[src/rtl/seg7_capture.sv]
// Seven-segment bus capture: debounces strobed digit patterns, decodes them to hex nibbles
// and assembles four accepted digits into a 16-bit word.
module seg7_capture #(
  parameter int unsigned STABLE_CYCLES = 4
) (
  input  logic        clk,
  input  logic        reset,
  input  logic [6:0]  seg_in,
  input  logic [1:0]  dig_sel,
  input  logic        seg_strobe,
  output logic [15:0] word_out,
  output logic        word_valid,
  output logic        err_pulse,
  output logic [1:0]  err_digit
);

  localparam logic [1:0] StIdle      = 2'd0;
  localparam logic [1:0] StStabilize = 2'd1;
  localparam logic [1:0] StLocked    = 2'd2;

  localparam logic [3:0] StableCnt = 4'(STABLE_CYCLES);
  localparam logic [6:0] SegBlank  = 7'h7f;

  logic [1:0]  state_q, state_d;
  logic [8:0]  sample_q, sample_d;
  logic [3:0]  cnt_q, cnt_d;
  logic [3:0]  mask_q, mask_d;
  logic [15:0] asm_q, asm_d;
  logic [15:0] word_q, word_d;
  logic        valid_q, valid_d;
  logic        err_q, err_d;
  logic [1:0]  err_dig_q, err_dig_d;

  logic [8:0]  sample_in;
  logic [4:0]  dec;
  logic        commit;

  // Returns {valid, nibble}; valid is 0 for any pattern outside the hex table.
  function automatic logic [4:0] decode(input logic [6:0] seg);
    logic [4:0] r;
    case (seg)
      7'h40:   r = 5'h10;
      7'h79:   r = 5'h11;
      7'h24:   r = 5'h12;
      7'h30:   r = 5'h13;
      7'h19:   r = 5'h14;
      7'h12:   r = 5'h15;
      7'h02:   r = 5'h16;
      7'h78:   r = 5'h17;
      7'h00:   r = 5'h18;
      7'h10:   r = 5'h19;
      7'h08:   r = 5'h1a;
      7'h03:   r = 5'h1b;
      7'h46:   r = 5'h1c;
      7'h21:   r = 5'h1d;
      7'h06:   r = 5'h1e;
      7'h0e:   r = 5'h1f;
      default: r = 5'h00;
    endcase
    return r;
  endfunction

  always_comb begin
    state_d   = state_q;
    sample_d  = sample_q;
    cnt_d     = cnt_q;
    mask_d    = mask_q;
    asm_d     = asm_q;
    word_d    = word_q;
    valid_d   = 1'b0;
    err_d     = 1'b0;
    err_dig_d = err_dig_q;
    commit    = 1'b0;
    sample_in = {dig_sel, seg_in};
    dec       = decode(seg_in);

    if (seg_strobe && seg_in != SegBlank) begin
      if (state_q == StIdle || sample_in != sample_q) begin
        sample_d = sample_in;
        cnt_d    = 4'd1;
        if (StableCnt == 4'd1) begin
          commit  = 1'b1;
          state_d = StLocked;
        end else begin
          state_d = StStabilize;
        end
      end else if (state_q == StStabilize) begin
        cnt_d = cnt_q + 4'd1;
        if (cnt_q + 4'd1 == StableCnt) begin
          commit  = 1'b1;
          state_d = StLocked;
        end
      end
      // Locked with an equal sample: counter stays saturated, nothing commits.
    end

    if (commit) begin
      if (dec[4]) begin
        asm_d[{dig_sel, 2'b00} +: 4] = dec[3:0];
        mask_d[dig_sel]              = 1'b1;
        if (&mask_d) begin
          word_d  = asm_d;
          valid_d = 1'b1;
          mask_d  = 4'd0;
        end
      end else begin
        mask_d[dig_sel] = 1'b0;
        err_d           = 1'b1;
        err_dig_d       = dig_sel;
      end
    end
  end

  always_ff @(posedge clk) begin
    if (reset) begin
      state_q   <= StIdle;
      sample_q  <= 9'd0;
      cnt_q     <= 4'd0;
      mask_q    <= 4'd0;
      asm_q     <= 16'd0;
      word_q    <= 16'd0;
      valid_q   <= 1'b0;
      err_q     <= 1'b0;
      err_dig_q <= 2'd0;
    end else begin
      state_q   <= state_d;
      sample_q  <= sample_d;
      cnt_q     <= cnt_d;
      mask_q    <= mask_d;
      asm_q     <= asm_d;
      word_q    <= word_d;
      valid_q   <= valid_d;
      err_q     <= err_d;
      err_dig_q <= err_dig_d;
    end
  end

  assign word_out   = word_q;
  assign word_valid = valid_q;
  assign err_pulse  = err_q;
  assign err_digit  = err_dig_q;

endmodule

[config.mk]
export PLATFORM = sky130hd
export DESIGN_NAME = seg7_capture
export DESIGN_NICKNAME = d
export VERILOG_FILES = /design/src/rtl/seg7_capture.sv
export SDC_FILE = /design/constraint.sdc
export NUM_CORES = 1
export LEC_CHECK = 0
export BUFFER_PORTS_ARGS = -buffer_cell sky130_fd_sc_hd__buf_2
export CAP_MARGIN = 15
export CORE_MARGIN = 2
export CORE_UTILIZATION = 61
export CTS_BUF_LIST = sky130_fd_sc_hd__clkbuf_4
export DETAILED_ROUTE_END_ITERATION = 16
export GPL_TIMING_DRIVEN = 0
export MAX_ROUTING_LAYER = met4
export PLACE_DENSITY = 0.87
export SYNTH_ARGS = -nofsm -noshare
export SYNTH_HDL_FRONTEND = slang
export SYNTH_SLANG_ARGS = --single-unit
[constraint.sdc]
create_clock -name clk -period 2.9 [get_ports clk]
set_input_delay 0.87 -clock clk [delete_from_list [all_inputs] [get_ports clk]]
set_output_delay 0.87 -clock clk [all_outputs]
set_load 0.01 [all_outputs]
* Word level (Yosys, flattened, before mapping)
Cells that the tools add are included.
** Storage, ports and cells
- Bits in registers :: 55
- Bits in latches :: 0
- Bits in writable memories :: 0
- ROM bits :: 0
- Input bits :: 12
- Output and inout bits :: 20
- Logic and storage cells :: 72
- Memories kept :: 0
** Operators by class
- Add/sub/neg operators :: 2
- Multiply operators :: 0
- Divide/modulo/power cells :: 0
- $lt $le $gt $ge :: 2
- Equality and inequality tests :: 19
- Shift-type cells :: 2
- Mux-type cells :: 17
- Bitwise gates (word level) :: 5
- Reductions and logical operators :: 16
** Operator list (number)
- $pmux 5 s16 :: 1
- $eq 7x7->1 const B :: 4
- $eq 7x5->1 const B :: 3
- $eq 7x6->1 const B :: 3
- $bwmux 16 :: 1
- $mux 4 :: 4
- $shift 4x6->16 const A :: 1
- $shiftx 4x6->16 :: 1
- $eq 7x2->1 const B :: 2
- $eq 7x4->1 const B :: 2
- $ne 9x9->1 :: 1
- $reduce_and 2->1 :: 4
- $eq 7x3->1 const B :: 1
- $logic_not 7->1 :: 1
- $mux 1 :: 7
- $ne 7x7->1 const B :: 1
- $mux 2 :: 3
- $neg 4->6 :: 1
- $reduce_and 6->1 :: 1
- $add 4x1->4 const B :: 1
- $and 4x4->4 :: 1
- $eq 4x3->1 const B :: 1
- $not 4->4 :: 1
- $or 4x4->4 :: 1
- 13 further kinds :: 16

* Depth between registers and ports, before layout
- Word-level depth :: 8
- Mapped depth :: 9
- Gate-level depth less buffers :: 7

* Least setup slack after synthesis
No wires, ideal clock.
- Path type :: input to register
- Start point :: input seg_in[0]
- End point :: register word_q[5], in the netlist word_out[5]
- Setup time :: 0.072 ns
- Arrival time :: 2.377 ns
- Required time :: 2.828 ns
- Path slack :: 0.451 ns
- Stages on the path :: 9
- Cell sequence :: buf_6 buf_6 xnor2_4 nand4_4 nor3_4 o2111a_1 buf_6 buf_8 mux2i_1
** Between the ends
- Longest elaborated chain between the ends :: 5
- Elaborated cells on any way between the ends :: 26
- Those cells by class :: eq/ne: 17; shift: 1; mux: 4; reduce/logical: 4
** Ends and longest elaborated chain
- start: declaration :: line 8 : input logic [6:0] seg_in,
- parallel branches: the longest is 5 deep, another holds $pmux 5 s16
- end signal: assignment :: line 131 : word_q <= word_d;
- end: declaration :: line 29 : logic [15:0] word_q, word_d;
Parallel ways; which one is timed is not known.
A chain may end at the register's enable or synchronous reset.

* Worst setup path in the final report
- Start point :: input seg_in[4]
- End point :: register asm_q[11]
** Between the ends
- Longest elaborated chain between the ends :: 5
- Elaborated cells on any way between the ends :: 26
- Those cells by class :: eq/ne: 17; shift: 1; mux: 4; reduce/logical: 4
** Ends and longest elaborated chain
- parallel branches: the longest is 5 deep, another holds $pmux 5 s16
- end signal: assignment :: line 130 : asm_q <= asm_d;
- end: declaration :: line 28 : logic [15:0] asm_q, asm_d;
Parallel ways; which one is timed is not known.

==> metrics.md <==
| Metric | Value |
|---|---|
| Chip Height | 77.6 um |
| CP max FO | 10 |
| CP arrival | 2790 ps |
| Nets | 413 |
| Maximum clock rate | 401 MHz |
| Initial antenna violation count | 0 |
| Endpoints failing hold | 0 |
| Sequential power share | 59.6% |
| Die W | 77.6 um |
| First-pass GRT wire length | 12,800 um |
| Post-Syn Area per Cell | 9.32 um^2 |
| Cell Pwr Density | 361 nW/um^2 |
| Pre-antenna DRT Iters | 5 |
| Syn Inst Count | 355 |
| Hold_sp | word_out[12]$_SDFFE_PP0P_ |
| Final Cycle Share | 86.0% |
| Share of cells above drive strength 1 | 19.6% |
| Worst endpoint required time | 3200 ps |
| Core ar. | 5170 um^2 |
| Num ports | 32 |
| Worst r2r path cells | 7 |
| Initial Util | 63.9% |
| Number of flops mapped to enable cells by yosys | 0 |
| Synth Cell Area | 3310 um^2 |
| Worst slew margin | 31.3% |
| Via Count | 2,842 |
| Synth cell types | 64 |
| Ys Warns | 0 |
| IO Port Bufs | 29 |
| Leak pwr | 1.47 nW |
| Crit. End Element | register |
| Skew-Pair Late Insertion Delay | 380 ps |
| DR WL/cell | 16.3 um |
| CTS tree | yes |
| Fillers | 407 |
| Setup violations, final | 0 |
| Dpl cells | 454 |
| Net Count, Synth | 377 |
| Setup Skew | 12.3 ps |
| Root Driver | clkbuf_4 |
| Total CTS buffers | 5 |
| Pint | 933 uW |
| Post-Route WL | 7550 um |
| CTS H-tree lvls | 2 |
| Clk slew on worst S/H paths | 160 ps |
| Reg area | 1100 um^2 |
| Pin count of the biggest net entering global routing | 17 |
| Gates resized, CTS repair | 0 |
| FF-to-FF setup slack | 680 ps |
| Synth async-reset ratio | 0% |
| Worst-margin pin slew | 1020 ps |
| Row count | 26 |
| Peak VDD IR | 0.234 mV |
| Switching pwr | 365 uW |
| Vias/cell | 6.15 |
| Outcome | finished, final reports clean |
| Antenna Nets Post-Route | 0 |
| # Post-CTS Setup Buffers | 0 |
| R2R Path Start | cnt_q[0]$_SDFFE_PP0P_ |
| Commonest non-fill, non-tap cell in the layout | dfxtp_1 |
| Final std cells w/o fill | 462 |
| Die Footprint | 6030 um^2 |
| Clk buf depth | 2 |
| Startpoint Class | primary input |
| Most frequent cells in the layout | 55 x dfxtp_1, 45 x nand2_1, 36 x mux2i_1, 32 x buf_2 |
| P&R area growth vs syn | 8.78% |
| WS Path Type | primary input to register |
| Max-cap check violation count | 0 |
| Setup TNS | 0 ps |
| Sw Share | 28.1% |
| RSZ-0062 raised after global routing | false |
| RR Endpoint | word_out[3]$_SDFFE_PP0P_ |
| Initial drt markers | 257 |
| Seq/Total Area, Yosys | 33.3% |
| Share of total power in the clock network | 27.0% |
| Grt total ovfl | 0 |
| GP Congestion | 0.873 |
| Register bit total from synthesis | 55 |
| HPWL after DPL | 5580 um |
| Hold Path Class | register to register |
| Logic pwr share | 13.4% |
| Gr usage total | 27.2% |
| Hold_buf cts | 0 |
| Area of the multi-input gates | 1970 um^2 |
| Final Max Slew Viols | 0 |
| Vias in the first global route | 2,628 |
| CTS Sinks | 55 |
| Diodes inserted | 0 |
| Post-route DRC | 0 |
| Ys flop type | dfxtp_1 |
| Hold Path End | word_out[12]$_SDFFE_PP0P_ |
| Min cycle time layout | 2500 ps |
| Hold path cells | 2 |
[per-layer routing]
metal / part of all wire [%] / track usage (%) / vias to the layer above
met1: 46 / 36.1 / 1343
li1: - / - / 1375
met4: 1.9 / 8.21 / 0
met3: 5.7 / 4.30 / 15
met5: 0 / - / -
met2: 46 / 43.0 / 109
[worst max-delay path by stage]
stage | startpoint | slack, ps | endpoint | cells past startpoint
4_1_cts | seg_in[2] | 430 | word_out[5]$_SDFFE_PP0P_ | 9
3_3_place_gp | seg_in[4] | 90 | word_out[9]$_SDFFE_PP0P_ | 9
5_1_grt | seg_in[2] | 310 | word_out[5]$_SDFFE_PP0P_ | 9
2_1_floorplan | seg_in[0] | 450 | word_out[5]$_SDFFE_PP0P_ | 9
6_report | seg_in[4] | 400 | asm_q[11]$_SDFFE_PP0P_ | 8
3_5_place_dp | seg_in[2] | 3 | word_out[5]$_SDFFE_PP0P_ | 9
[power groups by stage]
| stage | logic [mW] | clock network, mW | registers [mW] |
|---|---|---|---|
| final | 0.174 | 0.350 | 0.773 |
| after global routing | 0.189 | 0.382 | 0.775 |
| after CTS | 0.172 | 0.354 | 0.773 |
| after detailed placement | 0.171 | 0 | 0.790 |
| after global placement | 0.166 | 0 | 0.789 |
| after floorplan | 0.127 | 0 | 0.788 |
[critical path: stages]
cell and delay, ps:
buf_2 130, buf_6 150, nor4b_2 210, mux2i_1 130, a221oi_2 490, buf_4 280, o2111ai_1 210, a32o_1 320
[through the flow]
stage / utilization (%) / hold WS [ps] / cell area, um^2 / setup WS (ps) / power, mW
finish: 69.5 / 467 / 3600 / 405 / 1.30
global route: 69.5 / 489 / 3600 / 311 / 1.35
CTS: 69.5 / 469 / 3600 / 430 / 1.30
detailed placement: 68.4 / 444 / 3540 / 2.53 / 0.961
global placement: 68.4 / 440 / 3540 / 94.8 / 0.955
floorplan: - / 434 / 3310 / 451 / 0.915
[kinds of logic (layout without fill, tap and decap cells)]
logic type | count (synthesis) | after routing | share of synthesized area, %
compound gates | 88 | 88 | 20.5
xor+xnor | 13 | 13 | 4.24
fa+ha+maj | 10 | 10 | 3.78
buf+inv | 39 | 76 | 7.15
flops | 55 | 55 | 33.3
mux | 36 | 36 | 10.9
simple gates | 114 | 114 | 20.1
[cells in the mapped netlist, types with 3 or more instances]
cell type / count / share of area, %
a31oi_1: 8 / 1.5
xnor2_1: 6 / 1.6
o32ai_1: 4 / 1.1
dfxtp_1: 55 / 33
a32o_1: 3 / 0.91
o21ai_0: 18 / 2.7
nand3_1: 10 / 1.5
nor3_1: 3 / 0.45
clkbuf_1: 9 / 1.0
mux2i_1: 36 / 11
o2111ai_1: 8 / 2.1
xor2_1: 5 / 1.3
nor2_1: 15 / 1.7
ha_1: 10 / 3.8
buf_2: 3 / 0.45
nand2_1: 45 / 5.1
and2_1: 3 / 0.57
a211oi_2: 4 / 1.5
inv_1: 13 / 1.5
buf_4: 4 / 0.91
nor2b_1: 12 / 2.3
a21oi_1: 18 / 2.7
buf_6: 8 / 2.7
nor3b_1: 4 / 0.91
[cell type report]
| type | count | area share [%] |
|---|---|---|
| plain buffers | 25 | 5.11 |
| clock buffers | 6 | 1.25 |
| clock inverters | 2 | 0.348 |
| inverters | 14 | 1.46 |
| multi-input cells | 261 | 54.7 |
| flip-flops and latches | 55 | 30.6 |
| well taps | 70 | 2.43 |
| repair buffers | 29 | 4.03 |
[sequential cells by signal (all words and copies together), names as in the netlist]
signal,flops
asm_q,16
word_out,16
sample_q,9
cnt_q,4
mask_q,4
err_digit,2
state_q,2
err_pulse,1
word_valid,1
No activity file was read; power rests on OpenSTA's default activity.
